File: config.mk
export PLATFORM = sky130hd
export DESIGN_NAME = keypad_matrix_emu
export DESIGN_NICKNAME = d
export VERILOG_FILES = /design/src/rtl/keypad_matrix_emu.sv
export SDC_FILE = /design/constraint.sdc
export NUM_CORES = 1
export LEC_CHECK = 0
export CORE_MARGIN = 2
export CORE_UTILIZATION = 35
export DETAILED_ROUTE_END_ITERATION = 16
export PLACE_DENSITY = 0.63
export SYNTH_ARGS = -nofsm -noshare
export SYNTH_HDL_FRONTEND = slang
export SYNTH_SLANG_ARGS = --single-unit
File: constraint.sdc
create_clock -name clk -period 5 [get_ports clk]
set_input_delay 1.25 -clock clk [delete_from_list [all_inputs] [get_ports clk]]
set_output_delay 1.25 -clock clk [all_outputs]
set_load 0.01 [all_outputs]
File: src/rtl/keypad_matrix_emu.sv
// Passive 4x4 keypad model: returns the active-low row code for one commanded key
// when its column is scanned, with contact bounce on press and release.
module keypad_matrix_emu #(
  parameter int HOLD_SCANS    = 4,
  parameter int BOUNCE_CYCLES = 6,
  parameter int BOUNCE_EDGES  = 3
) (
  input  logic       clk,
  input  logic       rst_n,
  input  logic [3:0] scan_code,
  input  logic [3:0] key_in,
  input  logic       start,
  output logic [3:0] read_code,
  output logic       busy,
  output logic       done
);

  localparam logic [7:0]  LAST_CNT = 8'(BOUNCE_CYCLES - 1);
  localparam logic [15:0] LAST_SEG = 16'(2 * BOUNCE_EDGES - 2);
  localparam logic [7:0]  HOLD_N   = 8'(HOLD_SCANS);

  typedef enum logic [2:0] {
    S_IDLE,
    S_PRESS,
    S_HOLD,
    S_RELEASE,
    S_DONE
  } state_t;

  state_t      state_q;
  logic [1:0]  row_q;
  logic [1:0]  col_q;
  logic        contact_q;
  logic [7:0]  seg_cnt_q;
  logic [15:0] seg_idx_q;
  logic [7:0]  scan_cnt_q;
  logic        prev_match_q;
  logic        busy_q;
  logic        done_q;

  logic        col_active;
  logic        seg_end;
  logic        last_seg;
  logic [15:0] seg_idx_d;

  assign col_active = ~scan_code[col_q];
  assign seg_end    = (seg_cnt_q == LAST_CNT);
  assign last_seg   = (seg_idx_q == LAST_SEG);
  assign seg_idx_d  = seg_idx_q + 16'd1;

  // Pure combinational path so the scanner sees the row in the same cycle it drives the column.
  assign read_code = (contact_q && col_active) ? ~(4'b0001 << row_q) : 4'b1111;
  assign busy      = busy_q;
  assign done      = done_q;

  always_ff @(posedge clk or negedge rst_n) begin
    if (!rst_n) begin
      state_q      <= S_IDLE;
      row_q        <= 2'd0;
      col_q        <= 2'd0;
      contact_q    <= 1'b0;
      seg_cnt_q    <= 8'd0;
      seg_idx_q    <= 16'd0;
      scan_cnt_q   <= 8'd0;
      prev_match_q <= 1'b0;
      busy_q       <= 1'b0;
      done_q       <= 1'b0;
    end else begin
      done_q <= 1'b0;
      case (state_q)
        S_IDLE: begin
          if (start) begin
            row_q     <= key_in[3:2];
            col_q     <= key_in[1:0];
            contact_q <= 1'b1;
            busy_q    <= 1'b1;
            seg_cnt_q <= 8'd0;
            seg_idx_q <= 16'd0;
            state_q   <= S_PRESS;
          end
        end
        S_PRESS: begin
          if (seg_end) begin
            seg_cnt_q <= 8'd0;
            if (last_seg) begin
              contact_q    <= 1'b1;
              scan_cnt_q   <= 8'd0;
              prev_match_q <= 1'b0;
              state_q      <= S_HOLD;
            end else begin
              seg_idx_q <= seg_idx_d;
              contact_q <= ~seg_idx_d[0];
            end
          end else begin
            seg_cnt_q <= seg_cnt_q + 8'd1;
          end
        end
        S_HOLD: begin
          prev_match_q <= col_active;
          if (scan_cnt_q != HOLD_N) begin
            if (col_active && !prev_match_q) begin
              scan_cnt_q <= scan_cnt_q + 8'd1;
            end
          end else if (!col_active) begin
            contact_q <= 1'b0;
            seg_cnt_q <= 8'd0;
            seg_idx_q <= 16'd0;
            state_q   <= S_RELEASE;
          end
        end
        S_RELEASE: begin
          if (seg_end) begin
            seg_cnt_q <= 8'd0;
            if (last_seg) begin
              contact_q <= 1'b0;
              busy_q    <= 1'b0;
              done_q    <= 1'b1;
              state_q   <= S_DONE;
            end else begin
              seg_idx_q <= seg_idx_d;
              contact_q <= seg_idx_d[0];
            end
          end else begin
            seg_cnt_q <= seg_cnt_q + 8'd1;
          end
        end
        S_DONE: begin
          state_q <= S_IDLE;
        end
        default: begin
          state_q <= S_IDLE;
        end
      endcase
    end
  end

endmodule

==> results_dict.tcl, run 1 <==
set metrics [dict create \
    worst-slew-pin-transition_ns 0.9864 \
    antenna_found_initial 0 \
    grt_setup_unrepaired "false" \
    area_delta_synth_final_pct 13.60 \
    p_leak_nw 1.109 \
    place_congestion 0.8269 \
    track_usage 0.1470 \
    slowest_delay_ns 0.53 \
    ctsHoldBuffers 0 \
    synth_cell_type_count 57 \
    clock-sinks 43 \
    ios 17 \
    grt_use_met1 0.2071 \
    drt_first_pass_iters 4 \
    fin_ws_ns 0.6151 \
    placed_cell_area_um2 2709 \
    synth_edf_count 0 \
    min_path_type "reg2reg" \
    hold_ws_ns 0.4859 \
    clk_pin_slew_worst_paths_ns 0.09 \
    synth_area_um2 2484 \
    insertion_delay_ns 0.30 \
    syn_inst 270 \
    total_power_w 0.001214 \
    fin_crit_sh 0.8770 \
    maxSlewHeadroom 0.3332 \
    die_w_um 88.24 \
    synth_top_cell_by_area "dfrtp_1" \
    grt-busiest-layer "met2" \
    drive_above_1_share 0.08772 \
    max_cap_violations 0 \
    clock_path_buffers 2 \
    numCtsBuffers 5 \
    ys_seq_area_frac 0.4332 \
    grt_overflow 0 \
    use_met2 0.2249 \
    setup-tns-final_ns 0 \
    hold_violations 0 \
    rows 30 \
    dpl.hpwl_um 3603 \
    core_um2 6832 \
    synth-seq-cells 43 \
    layout_min_cycle_time_ns 4.385 \
    fp.dieH_um 88.24 \
    grt_max_degree 44 \
    crit_path_end_kind "primary output" \
    cts_tree "yes" \
    crit_path_start_kind "input pin" \
    status "complete, no violations" \
    ant_nets 0 \
    drc 0 \
    grt_pass1_vias 1917 \
    yosys-top-cells-area "dfrtp_1 (43%), o21ai_0 (5.6%), nand2_1 (3.8%), nand3_1 (3.6%), nor2_1 (3.5%)" \
    critical_path_required_ns 3.75 \
    path_common_cell "clkdlybuf4s50_1" \
    cts_post_setup_buffers_inserted 0 \
    post-place-ws_ns 0.6112 \
    layout_common_cells "dfrtp_1 (43), o21ai_0 (28), nand2_1 (25)" \
    slew_viol_final 0 \
    max-vdd-ir-drop_v 0.0001989 \
    path_cells "clkdlybuf4s50_1 > mux4_2 > nand2b_1 > or3_1 > clkdlybuf4s50_1" \
    yosysWarnings 0 \
    cts_root_buf "clkbuf_8" \
    mostFrequentLayoutCell "dfrtp_1" \
    grt_first_pass_wirelength_um 9066 \
    vias_per_cell 5.404 \
    yosys_most_used_dff "dfrtp_1" \
    synth_nets 287 \
    cts_max_level 2 \
    die-area_um2 7786 \
    stdcell_area_um2 2821 \
    wl_per_cell_um 13.53 \
    avgSynthCellArea_um2 9.199 \
    portBuffers 16 \
    met3_usage 0.03172 \
    async_flop_share 1.000 \
    criticalPathCategory "in2out" \
    layout.nets 301 \
    critPathArrivalTime_ns 3.13 \
    power.density_nw_per_um2 430.2 \
    routed_wl_um 5156 \
    timing.fmax_mhz 228.1 \
    synth_top_area_share 0.4332 \
    diodes 0 \
    worst-path-max-fanout 4 \
    route.vias.total 2059 \
    initial_core_util 0.3636 \
    fin_worst_skew_ns 0.009176 \
    setup_violations 0 \
    cp_slowest_cell "mux4_2" \
    cts_resized 0 \
    first_iter_violations 96 \
]
==> final timing paths <==
kind,from,end,slack [ns],depth (start not counted)
max in group asynchronous,rst_n,seg_idx_q[10],3.31,1
setup reg to reg,seg_cnt_q[4],seg_idx_q[15],2.28,5
min in group asynchronous,rst_n,scan_cnt_q[2],1.09,1
setup / recovery,scan_code[3],read_code[0],0.62,5
hold / removal,scan_cnt_q[7],scan_cnt_q[7],0.49,1
hold reg to reg,scan_cnt_q[7],scan_cnt_q[7],0.49,1
==> layout make-up <==
class / instances / area, um^2
Fill cell: 699 / 4010
Multi-Input combinational cell: 208 / 1316
Sequential cell: 43 / 1076
Timing Repair Buffer: 17 / 162.7
Tap cell: 96 / 120.1
Clock buffer: 5 / 68.82
Clock inverter: 3 / 43.79
Inverter: 9 / 33.78
==> kinds of logic (layout without fill, tap and decap cells) <==
kind of cell	Yosys count	in the layout	share of synthesized area
compound gates	72	72	0.1924
xor+xnor	1	1	0.003527
fa+ha+maj	6	6	0.03023
buf+inv	19	34	0.03677
flops	43	43	0.4332
mux	7	7	0.03526
simple gates	122	122	0.2685
==> cell usage after synthesis, types with 2 or more instances <==
library cell and count:
inv_1 9, nand4_1 3, or4_1 2, dfrtp_1 43, and3_1 7, a31oi_1 10
buf_2 3, o41ai_2 2, nor2b_1 2, nand3_1 18, nor2_1 23, o31ai_1 8
nand2_1 25, mux2_2 4, clkbuf_1 3, nand2b_1 7, ha_1 6, buf_6 2
nor4_1 3, nand4bb_1 2, or3_1 2, mux2i_1 2, a21oi_1 9, o21ai_0 28
a211o_1 3, a41oi_1 2, nor3_1 12
==> per-stage QoR <==
stage                       util  cells
after detailed placement  0.3965    373
after global placement    0.3965    373
after global routing      0.4130    381
final                     0.4130    381
after CTS                 0.4130    381
after floorplan                -    270
==> power breakdown <==
part           internal, W  leakage [nW]  switching, W
sequential        0.000467         0.527      0.000173
combinational     0.000146         0.524      0.000150
clock             0.000149        0.0581      0.000128
total             0.000762          1.11      0.000452
==> routing by layer <==
metal  routed length (um)  share of wire  vias to the layer above
li1                     -              -                     1029
met5                    0              0                        -
met1                 2615           0.51                      999
met2                 2350           0.46                       24
met4                   63          0.012                        0
met3                  126          0.024                        7
==> flip-flops by register name (all words and copies together), names as in the netlist <==
signal and cells:
seg_idx_q 16, scan_cnt_q 8, seg_cnt_q 8, state_q 3, col_q 2, row_q 2, busy 1, contact_q 1
done 1, prev_match_q 1
==> critical path, delay by kind of cell <==
| kind | cells | cell delay, ns |
|---|---|---|
| mux | 1 | 0.53 |
| simple gates | 2 | 0.48 |
| buf+inv | 2 | 0.87 |
Power figures use the tool's default switching activity.
==> run 2, diff against run 1 <==
Settings changed: PLACE_DENSITY 0.63 to 0.52.
==> results_dict.tcl, run 2 (synthesis results as in run 1) <==
set metrics [dict create \
    min_path_type "reg2reg" \
    slew_viol_final 0 \
    hold_violations 0 \
    track_usage 0.1605 \
    power.density_nw_per_um2 413.0 \
    p_switching_w 0.0004417 \
    fillers 711 \
    ant_nets 0 \
    status "complete, no violations" \
    top_register "seg_idx_q" \
    grt_overflow 0 \
    die-area_um2 7786 \
    vias_per_cell 5.331 \
    drt_first_pass_iters 4 \
    path_common_cell "clkdlybuf4s50_1" \
    comb_power_share 0.258 \
    clock-sinks 43 \
    reg_top3 "seg_idx_q (16), scan_cnt_q (8), seg_cnt_q (8)" \
    p_seq_frac 0.553 \
    antenna_found_initial 0 \
    cts_post_setup_buffers_inserted 0 \
    max_cap_violations 0 \
    layout_common_cells "dfrtp_1 (43), o21ai_0 (28), nand2_1 (25)" \
    critPathTopFamily "buffers and inverters" \
    crit_path_start_kind "input pin" \
    core_um2 6832 \
    setup_violations 0 \
    cts_root_buf "clkbuf_8" \
    ios 17 \
    fin_crit_sh 0.8795 \
    clk_pin_slew_worst_paths_ns 0.08 \
    routed_wl_um 5576 \
    drive_above_1_share 0.08421 \
    crit_path_end_kind "primary output" \
    mostFrequentLayoutCell "dfrtp_1" \
    layout.nets 301 \
    slowest_delay_ns 0.53 \
    layout_min_cycle_time_ns 4.397 \
    portBuffers 16 \
    cts_resized 0 \
    critPathArrivalTime_ns 3.15 \
    timing.fmax_mhz 227.4 \
    dpl.hpwl_um 3907 \
    cts_tree "yes" \
    grt_pass1_vias 1920 \
    critical_path_required_ns 3.75 \
    cp_slowest_cell "mux4_2" \
    fin_worst_skew_ns 0.004658 \
    route.vias.total 2031 \
    stdcell_area_um2 2794 \
    path_cells "clkdlybuf4s50_1 > mux4_2 > nand2b_1 > or3_1 > clkdlybuf4s50_1" \
    initial_core_util 0.3636 \
    drc 0 \
    worst-slew-pin-transition_ns 1.077 \
    maxSlewHeadroom 0.2717 \
    setup-tns-final_ns 0 \
    p_clk_frac 0.189 \
    grt_first_pass_wirelength_um 9777 \
    insertion_delay_ns 0.29 \
    grt_setup_unrepaired "false" \
    numCtsBuffers 5 \
    first_iter_violations 116 \
    switching_share 0.3828 \
    place_congestion 0.7664 \
    intPower_w 0.0007121 \
    rows 30 \
    diodes 0 \
    p_leak_nw 1.092 \
    area_delta_synth_final_pct 12.49 \
    multi_input_area_um2 1316 \
    die_w_um 88.24 \
    largest_reg_flops 16 \
    cts_max_level 2 \
    placed_cell_area_um2 2709 \
    area.sequential_um2 1076 \
    wl_per_cell_um 14.64 \
    ctsHoldBuffers 0 \
    max-vdd-ir-drop_v 0.0001780 \
    criticalPathCategory "in2out" \
    fp.dieH_um 88.24 \
    timing.critical_path.buf_inv 2 \
    grt_max_degree 44 \
    clock_path_buffers 2 \
    worst-path-max-fanout 4 \
]
==> run 2: changes by cell type in the layout (fill, tap and decap cells not counted), sizes merged <==
| cell | change |
|---|---|
| clkinvlp | +1 |
| clkinv | -1 |
| clkbuf | +1 |
| bufinv | -1 |
==> run 2: area by class of cell <==
cell class,instances,share of cell area
Clock buffer,6,0.02597
Inverter,9,0.01209
Multi-Input combinational cell,208,0.4711
Timing Repair Buffer,17,0.05822
Sequential cell,43,0.3851
Clock inverter,2,0.004478
Tap cell,96,0.04299
==> run 2: worst paths after layout <==
check | from | cells past startpoint | end | slack (ns)
max | scan_code[3] | 5 | read_code[0] | 0.60
min reg2reg | scan_cnt_q[7] | 1 | scan_cnt_q[7] | 0.49
min | scan_cnt_q[7] | 1 | scan_cnt_q[7] | 0.49
min in group asynchronous | rst_n | 1 | seg_idx_q[13] | 1.11
max reg2reg | seg_cnt_q[4] | 5 | seg_idx_q[3] | 2.19
max in group asynchronous | rst_n | 1 | seg_cnt_q[0] | 3.29
==> run 2: power by group through the flow <==
stage / registers (W) / logic [W] / clock network [W]
2_1_floorplan: 0.000591 / 0.000244 / 0
3_3_place_gp: 0.000642 / 0.000296 / 0
3_5_place_dp: 0.000641 / 0.000303 / 0
4_1_cts: 0.000636 / 0.000305 / 0.000232
5_1_grt: 0.000666 / 0.000354 / 0.000246
6_report: 0.000638 / 0.000298 / 0.000218
==> run 2: layer usage <==
layer,vias up,share of wire,GRT usage
met5,-,0,0
met4,0,0.0059,0.04132
met3,2,0.041,0.03358
met2,46,0.45,0.2440
met1,959,0.50,0.2339
li1,1024,-,-
==> run 2: stage by stage <==
| step | instances | worst slack (ns) | total power [W] | hold slack, ns | utilization |
|---|---|---|---|---|---|
| 2_1_floorplan | 270 | 1.474 | 0.0008348 | 0.4550 | - |
| 3_3_place_gp | 373 | 0.6235 | 0.0009378 | 0.4721 | 0.3965 |
| 3_5_place_dp | 373 | 0.5986 | 0.0009437 | 0.4693 | 0.3965 |
| 4_1_cts | 381 | 0.5825 | 0.001173 | 0.4929 | 0.4090 |
| 5_1_grt | 381 | 0.5122 | 0.001266 | 0.5176 | 0.4090 |
| 6_report | 381 | 0.6025 | 0.001154 | 0.4870 | 0.4090 |
==> run 2: worst reg2reg max path: cells and delay by family, from the launching register on <==
family / cells / cell delay [ns]
DFF: 1 / 0.44
and+or+nand+nor: 3 / 1.40
AOI/OAI and AO/OA: 2 / 0.82
==> run 3, diff against run 2 <==
Settings changed: CAP_MARGIN set to 30.
==> results_dict.tcl, run 3 (synthesis results as in run 1) <==
set metrics [dict create \
    status "complete, no violations" \
    ant_nets 0 \
    crit_path_start_kind "input pin" \
    hold_violations 0 \
    maxSlewHeadroom 0.4714 \
    first_iter_violations 130 \
    slew_viol_final 0 \
    initial_core_util 0.3636 \
    diodes 0 \
    insertion_delay_ns 0.29 \
    fin_worst_skew_ns 0.006415 \
    max_cap_violations 0 \
    portBuffers 16 \
    place_congestion 0.7664 \
    die_w_um 88.24 \
    layout_min_cycle_time_ns 4.408 \
    clk_pin_slew_worst_paths_ns 0.08 \
    cp_slowest_cell "mux4_2" \
    mostFrequentLayoutCell "dfrtp_1" \
    worstHoldStart "busy" \
    critPathArrivalTime_ns 3.16 \
    route.vias.total 2053 \
    setup_violations 0 \
    cts_root_buf "clkbuf_8" \
    slowest_delay_ns 0.53 \
    switching_share 0.3840 \
    grt_overflow 0 \
    hold_ws_ns 0.4951 \
    core_um2 6832 \
    p_seq_frac 0.552 \
    reg_top3 "seg_idx_q (16), scan_cnt_q (8), seg_cnt_q (8)" \
    drive_above_1_share 0.09059 \
    comb_power_share 0.259 \
    intPower_w 0.0007137 \
    critical_path_required_ns 3.75 \
    drc 0 \
    total_power_w 0.001159 \
    grt_pass1_vias 1892 \
    max-vdd-ir-drop_v 0.0001437 \
    timing.fmax_mhz 226.8 \
    grt_first_pass_wirelength_um 9894 \
    clock-sinks 43 \
    numCtsBuffers 5 \
    die-area_um2 7786 \
    min_path_type "reg2reg" \
    antenna_found_initial 0 \
    worst-path-max-fanout 4 \
    fp.dieH_um 88.24 \
    cts_tree "yes" \
    crit_path_start "scan_code[3]" \
    wl_per_cell_um 14.50 \
    rr_startpoint "seg_cnt_q[5]" \
    fin_crit_sh 0.8817 \
    cts_resized 0 \
    power.density_nw_per_um2 411.0 \
    criticalPathCategory "in2out" \
    drt_first_pass_iters 4 \
    track_usage 0.1624 \
    worst-slew-pin-transition_ns 0.7876 \
    p_clk_frac 0.189 \
    clock_path_buffers 2 \
    setup-tns-final_ns 0 \
    grt_setup_unrepaired "false" \
    p_switching_w 0.0004449 \
    layout_common_cells "dfrtp_1 (43), o21ai_0 (28), nand2_1 (25)" \
    rows 30 \
    cts_post_setup_buffers_inserted 0 \
    ctsHoldBuffers 0 \
    cts_max_level 2 \
    final_core_util 0.4126 \
    dpl.hpwl_um 4025 \
    routed_wl_um 5552 \
    vias_per_cell 5.360 \
    path_cells "clkdlybuf4s50_1 > mux4_2 > nand2b_1 > or3_1 > clkdlybuf4s50_1" \
    layout.nets 303 \
    p_leak_nw 1.107 \
    crit_path_end_kind "primary output" \
    ios 17 \
    grt_max_degree 29 \
    area_delta_synth_final_pct 13.50 \
    path_common_cell "clkdlybuf4s50_1" \
    largest_reg_flops 16 \
    top_register "seg_idx_q" \
]
==> run 3: metal layers <==
layer | GRT usage | wire (um) | vias up
met4 | 0.04132 | 38 | 0
met1 | 0.2485 | 2823 | 973
met3 | 0.03638 | 234 | 2
met2 | 0.2317 | 2456 | 46
li1 | - | - | 1032
met5 | 0 | 0 | -
==> run 3: through the flow <==
stage                     setup slack [ns]  instance area [um^2]  cells
after detailed placement            0.5825                  2734    375
after global placement              0.6235                  2709    373
after global routing                0.5126                  2819    383
after CTS                           0.5815                  2819    383
final                               0.5917                  2819    383
after floorplan                      1.474                  2484    270
==> run 3: critical path, delay by kind of cell <==
kind | cells | cell delay, ns
buf+inv | 2 | 0.88
simple gates | 2 | 0.49
mux | 1 | 0.53
==> run 3: power groups by stage <==
| stage | registers (W) | clock network (W) | logic (W) |
|---|---|---|---|
| after detailed placement | 0.000641 | 0 | 0.000306 |
| after CTS | 0.000637 | 0.000231 | 0.000306 |
| after global placement | 0.000642 | 0 | 0.000296 |
| after global routing | 0.000667 | 0.000245 | 0.000357 |
| after floorplan | 0.000591 | 0 | 0.000244 |
| final | 0.000639 | 0.000219 | 0.000300 |
==> run 3: worst paths after layout <==
path	slack [ns]	cells after the start	end
hold / removal	0.50	1	busy
min in group asynchronous	0.87	1	seg_idx_q[11]
setup reg to reg	2.21	5	seg_idx_q[3]
setup / recovery	0.59	5	read_code[0]
max in group asynchronous	3.66	2	seg_cnt_q[2]
hold reg to reg	0.50	1	busy
==> run 3: final cells by class <==
cell class	instances	area, um^2
sequential	43	1076
inverter	9	33.78
clock inverter	2	12.51
multi-input combinational	208	1316
timing repair buffer	19	187.7
tap	96	120.1
fill	717	4013
clock buffer	6	72.57
